`src/rtl/ddr2_read_burst_sequencer.sv`:
```
// DDR2 read-capture sequencer: CAS wait, ring-buffer arm pulse, 8-beat capture, valid/ready drain.
// Optional drain-stall watchdog with drain_timeout output: define DDR2_RDSEQ_WDOG_EN.
module ddr2_read_burst_sequencer #(
    parameter int DATA_W      = 16,
    parameter int TAG_W       = 4,
    parameter int WDOG_CYCLES = 64
) (
    input  logic              clk,
    input  logic              reset,
    input  logic              rd_valid,
    output logic              rd_ready,
    input  logic [TAG_W-1:0]  rd_tag,
    input  logic [3:0]        cfg_cl,
    output logic              rb_listen,
    output logic [2:0]        rb_read_ptr,
    input  logic [DATA_W-1:0] rb_dout,
    output logic              out_valid,
    input  logic              out_ready,
    output logic [DATA_W-1:0] out_data,
    output logic [TAG_W-1:0]  out_tag,
    output logic              out_last,
`ifdef DDR2_RDSEQ_WDOG_EN
    output logic              drain_timeout,
`endif
    output logic              busy
);

    typedef enum logic [2:0] {
        S_IDLE,
        S_WAIT_CL,
        S_LISTEN,
        S_CAPTURE,
        S_DRAIN
    } state_t;

    state_t             state_q, state_d;
    logic [3:0]         cl_cnt_q, cl_cnt_d;
    logic [2:0]         cap_cnt_q, cap_cnt_d;
    logic [2:0]         ptr_q, ptr_d;
    logic [TAG_W-1:0]   tag_q, tag_d;

`ifdef DDR2_RDSEQ_WDOG_EN
    localparam int WDOG_W = $clog2(WDOG_CYCLES + 1);
    logic [WDOG_W-1:0]  wdog_q, wdog_d;
`endif

    always_ff @(posedge clk) begin
        if (reset) begin
            state_q   <= S_IDLE;
            cl_cnt_q  <= '0;
            cap_cnt_q <= '0;
            ptr_q     <= '0;
            tag_q     <= '0;
`ifdef DDR2_RDSEQ_WDOG_EN
            wdog_q    <= '0;
`endif
        end else begin
            state_q   <= state_d;
            cl_cnt_q  <= cl_cnt_d;
            cap_cnt_q <= cap_cnt_d;
            ptr_q     <= ptr_d;
            tag_q     <= tag_d;
`ifdef DDR2_RDSEQ_WDOG_EN
            wdog_q    <= wdog_d;
`endif
        end
    end

    always_comb begin
        state_d   = state_q;
        cl_cnt_d  = cl_cnt_q;
        cap_cnt_d = cap_cnt_q;
        ptr_d     = ptr_q;
        tag_d     = tag_q;
`ifdef DDR2_RDSEQ_WDOG_EN
        wdog_d        = '0;
        drain_timeout = 1'b0;
`endif
        rd_ready    = (state_q == S_IDLE);
        busy        = (state_q != S_IDLE);
        rb_listen   = (state_q == S_LISTEN);
        out_valid   = (state_q == S_DRAIN);
        out_last    = (state_q == S_DRAIN) && (ptr_q == 3'd7);
        out_data    = rb_dout;
        out_tag     = tag_q;
        rb_read_ptr = ptr_q;

        unique case (state_q)
            S_IDLE: begin
                if (rd_valid) begin
                    tag_d    = rd_tag;
                    // A CAS latency of zero is treated as one so LISTEN is always reached.
                    cl_cnt_d = (cfg_cl == 4'd0) ? 4'd1 : cfg_cl;
                    state_d  = S_WAIT_CL;
                end
            end
            S_WAIT_CL: begin
                cl_cnt_d = cl_cnt_q - 4'd1;
                if (cl_cnt_q == 4'd1) begin
                    state_d = S_LISTEN;
                end
            end
            S_LISTEN: begin
                cap_cnt_d = 3'd0;
                state_d   = S_CAPTURE;
            end
            S_CAPTURE: begin
                cap_cnt_d = cap_cnt_q + 3'd1;
                if (cap_cnt_q == 3'd7) begin
                    state_d = S_DRAIN;
                end
            end
            S_DRAIN: begin
                if (out_ready) begin
                    // Pointer wraps 7 -> 0 on the last handshake, ready for the next burst.
                    ptr_d = ptr_q + 3'd1;
                    if (ptr_q == 3'd7) begin
                        state_d = S_IDLE;
                    end
`ifdef DDR2_RDSEQ_WDOG_EN
                end else if (wdog_q == WDOG_W'(WDOG_CYCLES - 1)) begin
                    drain_timeout = 1'b1;
                    ptr_d         = 3'd0;
                    state_d       = S_IDLE;
                end else begin
                    wdog_d = wdog_q + 1'b1;
`endif
                end
            end
            default: begin
                state_d = S_IDLE;
            end
        endcase
    end

endmodule

```
`config.mk`:
```
export PLATFORM = sky130hd
export DESIGN_NAME = ddr2_read_burst_sequencer
export DESIGN_NICKNAME = d
export VERILOG_FILES = /design/src/rtl/ddr2_read_burst_sequencer.sv
export SDC_FILE = /design/constraint.sdc
export NUM_CORES = 1
export LEC_CHECK = 0
export BUFFER_PORTS_ARGS = -buffer_cell sky130_fd_sc_hd__buf_2
export CAP_MARGIN = 20
export CORE_MARGIN = 5
export CORE_UTILIZATION = 30
export CTS_BUF_LIST = sky130_fd_sc_hd__clkbuf_8
export CTS_CLUSTER_SIZE = 14
export DETAILED_ROUTE_END_ITERATION = 10
export GPL_TIMING_DRIVEN = 0
export PLACE_DENSITY = 0.56
export SYNTH_ARGS = -nofsm -noshare
export SYNTH_HDL_FRONTEND = slang
export SYNTH_SLANG_ARGS = --single-unit
```
`constraint.sdc`:
```
create_clock -name clk -period 1.7 [get_ports clk]
set_clock_uncertainty 0.1 [all_clocks]
set_input_delay 0.17 -clock clk [delete_from_list [all_inputs] [get_ports clk]]
set_output_delay 0.17 -clock clk [all_outputs]
set_load 0.02 [all_outputs]
```
# ---- Yosys cells after proc, flatten, opt, wreduce, memory -nomap -nowiden
# Cells that the tools add are included.
dict set report totals {
  register_bits 17
  in_bits 28
  out_inout_bits 28
  elab_cells 40
}
dict set report op_classes {
  n_addsub 3
  eq_ne 12
  n_mux 10
  reduce_logical 10
}
# op count
set ops {}
lappend ops {{3-bit 2-to-1 mux} 5}
lappend ops {{3-bit case mux with 5 select lines} 1}
lappend ops {{3-bit == test, second input constant} 3}
lappend ops {{4-bit 2-to-1 mux} 2}
lappend ops {{4-bit case mux with 2 select lines} 1}
lappend ops {{3-bit by 1-bit adder with 3-bit output, second input constant} 2}
lappend ops {{3-bit by 2-bit == test with 1-bit output, second input constant} 2}
lappend ops {{2-bit != test, second input constant} 3}
lappend ops {{3-bit case mux with 2 select lines} 1}
lappend ops {{2-bit AND reduction} 3}
lappend ops {{5-bit AND reduction} 1}
lappend ops {{4-bit by 1-bit == test with 1-bit output, second input constant} 1}
lappend ops {{4-bit logical NOT} 1}
lappend ops {{2-bit by 1-bit != test with 1-bit output, second input constant} 2}
lappend ops {{2-bit nonzero test} 2}
lappend ops {{4-bit by 1-bit subtractor with 4-bit output, second input constant} 1}
lappend ops {{3-bit by 1-bit == test with 1-bit output, second input constant} 1}
lappend ops {{3-bit logical NOT} 1}
lappend ops {{3-bit nonzero test} 1}
lappend ops {{1-bit logical AND} 1}

# ---- Longest topological paths before layout
dict set report depth {
  ltp_word 4
  mapped_depth 5
  depth_no_buf 5
}

# ---- Worst setup path after synthesis
# OpenSTA, ideal clock, no wires.
dict set report synth_timing {
  path_type {register to register}
  start {register cl_cnt_q[0]}
  end {register state_q[2]}
  setup_time_ns 0.112
  t_arrival_ns 1.374
  required_time_ns 1.488
  path_slack_ns 0.114
  path_stages_with_launch 4
  path_buffers 0
  path_cell_list {dfxtp_1 > ha_1 > or3b_2 > a2111oi_1}
}
dict set report synth_between {
  elab_chain_len 3
}
# element line_no
set synth_rtl {}
lappend synth_rtl {{start, declared} 37} ;# logic [3:0] cl_cnt_q, cl_cnt_d;
lappend synth_rtl {{start signal, assigned} 59} ;# cl_cnt_q <= cl_cnt_d;
lappend synth_rtl {{4-bit by 1-bit == test with 1-bit output} 99} ;# if (cl_cnt_q == 4'd1) begin
lappend synth_rtl {{2-bit != test (no source line)} --}
lappend synth_rtl {{5-bit AND reduction (no source line)} --}
lappend synth_rtl {{end signal, assigned} 58} ;# state_q <= state_d;
lappend synth_rtl {{end, declared} 36} ;# state_t state_q, state_d;
# Every way passes these cells.
# A chain may end at the register's enable or synchronous reset.

# ---- Worst setup path in the final report
dict set report layout_timing {
  start {register state_q[1]}
  end {output port rd_ready}
}
dict set report layout_between {
  elab_chain_len 1
}
# element line_no
set layout_rtl {}
lappend layout_rtl {{3-bit logical NOT} 79} ;# rd_ready = (state_q == S_IDLE);
lappend layout_rtl {{end, declared} 11} ;# output logic rd_ready,
# Every way passes these cells.

==> results.py <==
metrics = {
    "global_route": {
        "overflow": 0,
        "first_global_vias": 993,
        "grt_pass1_wl_um": 4190,
        "antenna_found_initial": 0,
        "grt_max_degree": 18,
        "track_usage_pct": 10.4,
    },
    "yosys": {
        "synth_cells": 118,
        "syn_area_sq_um": 1050,
        "ys_types": 39,
        "syn_nets": 152,
        "avgSynthCellArea_sq_um": 8.90,
        "ys_seq_area_share_pct": 32.4,
        "ys_ff_latch": 17,
        "yosys_warnings": 0,
    },
    "cells_and_area": {
        "final_util_pct": 42.4,
        "fin_nets": 199,
        "syn_to_final_growth_pct": 35.9,
        "mostFrequentLayoutCells": "37 x buf_2, 23 x buf_4, 15 x dfxtp_1, 13 x nand2_1, 9 x a21oi_1",
        "stdcell_area_sq_um": 1430,
        "antenna_cells": 0,
        "layout-drive-gt1-share_pct": 48.8,
        "layout_commonest_cell": "buf_2",
    },
    "setup_path": {
        "critPathTopFamily": "simple AND/OR/NAND/NOR gates",
        "r2r_slack_ps": 160,
        "required_ps": 1430,
        "setup.worst_path.start_class": "register",
        "crit_buf_inv": 3,
        "r2r_end": "state_q[2]",
        "cp_cell_sequence": "buf_6, or3_4, inv_1, buf_4",
        "crit_path_max_incr_delay_ps": 390,
        "cp-end-kind": "primary output",
        "arrival_ps": 1350,
        "path_class": "register to primary output",
        "critPathSlowestCell": "or3_4",
        "ff2ff_path_depth": 4,
        "crit_fanout": 10,
        "rr_startpoint": "cl_cnt_q[1]",
    },
    "worst_hold_path": {
        "holdPathEnd": "out_tag[0]",
        "hold_class": "input port to register",
        "whs_path_depth": 3,
        "min_from": "rd_tag[0]",
    },
    "die": {
        "io_pins": 56,
        "fp.dieArea_sq_um": 4780,
        "dieHeight_um": 69.2,
        "initial_core_util_pct": 31.2,
        "core_area_sq_um": 3360,
        "rows": 21,
        "die_w_um": 69.2,
    },
    "sta": {
        "maxSlewViolCount": 0,
        "worst_slew_pin_slew_ps": 440,
        "fmax_ghz": 0.618,
        "period_needed_ps": 1620,
        "tns_ps": 0,
        "setup-violations-final": 0,
        "hold_viol_final": 0,
        "setup_ws_ps": 81.5,
        "slew_headroom_pct": 70.7,
        "rsz0062_at_grt": "no",
        "period_share_pct": 95.2,
    },
    "drt": {
        "totalWireLength_um": 2520,
        "wl_per_cell_um": 12.0,
        "firstDrtPassIters": 4,
        "ant_nets": 0,
        "vias_per_cell": 4.73,
        "via_count": 994,
        "drt_iter0_drc": 52,
        "drcViolationCount": 0,
    },
    "clock_tree": {
        "clockBufferDepth": 2,
        "cts_tree": "built",
        "clock_latency_ps": 250,
        "path_clk_slew_ps": 70,
        "htreeDepth": 1,
        "cts-root-buf": "clkbuf_8",
        "cts_sinks": 17,
        "cts_made_buffers": 3,
    },
    "power": {
        "p_leak_nw": 0.655,
        "power_density_nw_per_um2": 768,
        "ir_drop_mv": 0.563,
    },
    "placement": {
        "place_ws_ps": -34.2,
        "dpl-instance-area_sq_um": 1300,
        "gp_congestion": 0.794,
        "portBuffers": 38,
        "hpwlAfterDp_um": 1940,
    },
    "run": {
        "cap_violations": 0,
    },
    "run_status": {
        "status": "complete, no violations",
    },
}
==> Yosys cell counts <==
master      n  area share (%)
or3b_2      1            0.83
nor2b_1     1            0.60
dfxtp_1    17              32
a22oi_1     1            0.72
xnor2_1     1            0.83
nor4b_4     1             2.3
nand2b_1    1            0.60
buf_4      16              11
nor3b_2     2             2.4
a22o_1      1            0.83
a32oi_1     2             1.7
nand3_1     2            0.95
mux2i_1     2             1.9
o21ba_2     1            0.95
nor4_1      1            0.60
nand2_1    13             4.6
o311ai_0    1            0.83
nor3_2      2             1.9
buf_6       2             2.1
clkbuf_1    4             1.4
a2111oi_1   1            0.95
o211ai_1    1            0.72
buf_2       1            0.48
and2_1      1            0.60
a211o_1     1            0.83
nor3_1      2            0.95
nand3b_1    3             2.1
and3_1      1            0.60
a21oi_1     9             4.3
inv_1       5             1.8
or4b_1      1            0.95
nor2_1      6             2.1
a2111oi_2   1             1.4
a31oi_1     2             1.2
ha_1        6             7.2
a211oi_1    1            0.72
and4bb_1    1             1.2
or3_1       2             1.2
o21bai_1    1            0.72
==> cells by family after synthesis <==
group	share of synthesized area (%)
flops	32.4
compound gates	15.9
simple gates	24.6
fa+ha+maj	7.15
xor+xnor	0.834
mux	1.91
buf+inv	17.3
==> tightest hold or removal path, delay by kind of cell <==
kind / cells / cell delay (ps)
buffers and inverters: 1 / 90
AOI/OAI and AO/OA: 1 / 50
and+or+nand+nor: 1 / 40
==> layout make-up <==
type | instances | area (sq um)
Multi-Input combinational cell | 73 | 557
Clock buffer | 3 | 41.3
Tap cell | 46 | 57.6
Timing Repair Buffer | 44 | 238
Clock inverter | 1 | 7.51
Sequential cell | 17 | 345
Buffer | 21 | 161
Inverter | 5 | 18.8
Fill cell | 368 | 1940
==> stage by stage <==
| stage | power [mW] | hold slack (ps) | instances |
|---|---|---|---|
| 3_3_place_gp | 0.748 | 312 | 202 |
| 3_5_place_dp | 0.752 | 315 | 202 |
| 6_report | 1.10 | 46.2 | 210 |
| 5_1_grt | 1.18 | 41.3 | 210 |
| 4_1_cts | 1.07 | 37.5 | 205 |
| 2_1_floorplan | 0.672 | 206 | 118 |
==> worst max-delay path by stage <==
stage,start,end,depth (start not counted)
after global routing,state_q[1],rd_ready,4
after global placement,cl_cnt_q[0],state_q[2],3
after detailed placement,cl_cnt_q[0],state_q[2],3
after floorplan,cl_cnt_q[0],state_q[2],3
final,state_q[1],rd_ready,4
after CTS,state_q[1],rd_ready,4
==> registers in the layout, indices dropped and copies added, names as in the netlist <==
name	flops
cap_cnt_q	3
out_tag	4
cl_cnt_q	4
state_q	3
rb_read_ptr	3
==> report_power, final <==
| group | leakage (nW) | internal, mW | switching, mW |
|---|---|---|---|
| registers | 0.140 | 0.425 | 0.0242 |
| clock network | 0.0217 | 0.165 | 0.144 |
| logic | 0.494 | 0.164 | 0.174 |
| total | 0.655 | 0.754 | 0.342 |
==> per-layer routing <==
metal	share of wire, %	vias up	GRT usage (%)
met1	41	462	12.1
met5	0	-	0
met4	1.1	0	3.25
met2	50	40	18.1
li1	-	490	-
met3	7.3	2	3.34
==> what timing repair did <==
| item | 4_1_cts | 5_1_grt |
|---|---|---|
| buffers inserted | 0 | 6 |
| pin swaps | 0 | 1 |
| gates resized for setup | 2 | 10 |
| endpoints found under the setup margin | 3 | 8 |
| hold buffers | 0 | 0 |
Power figures use the tool's default switching activity.
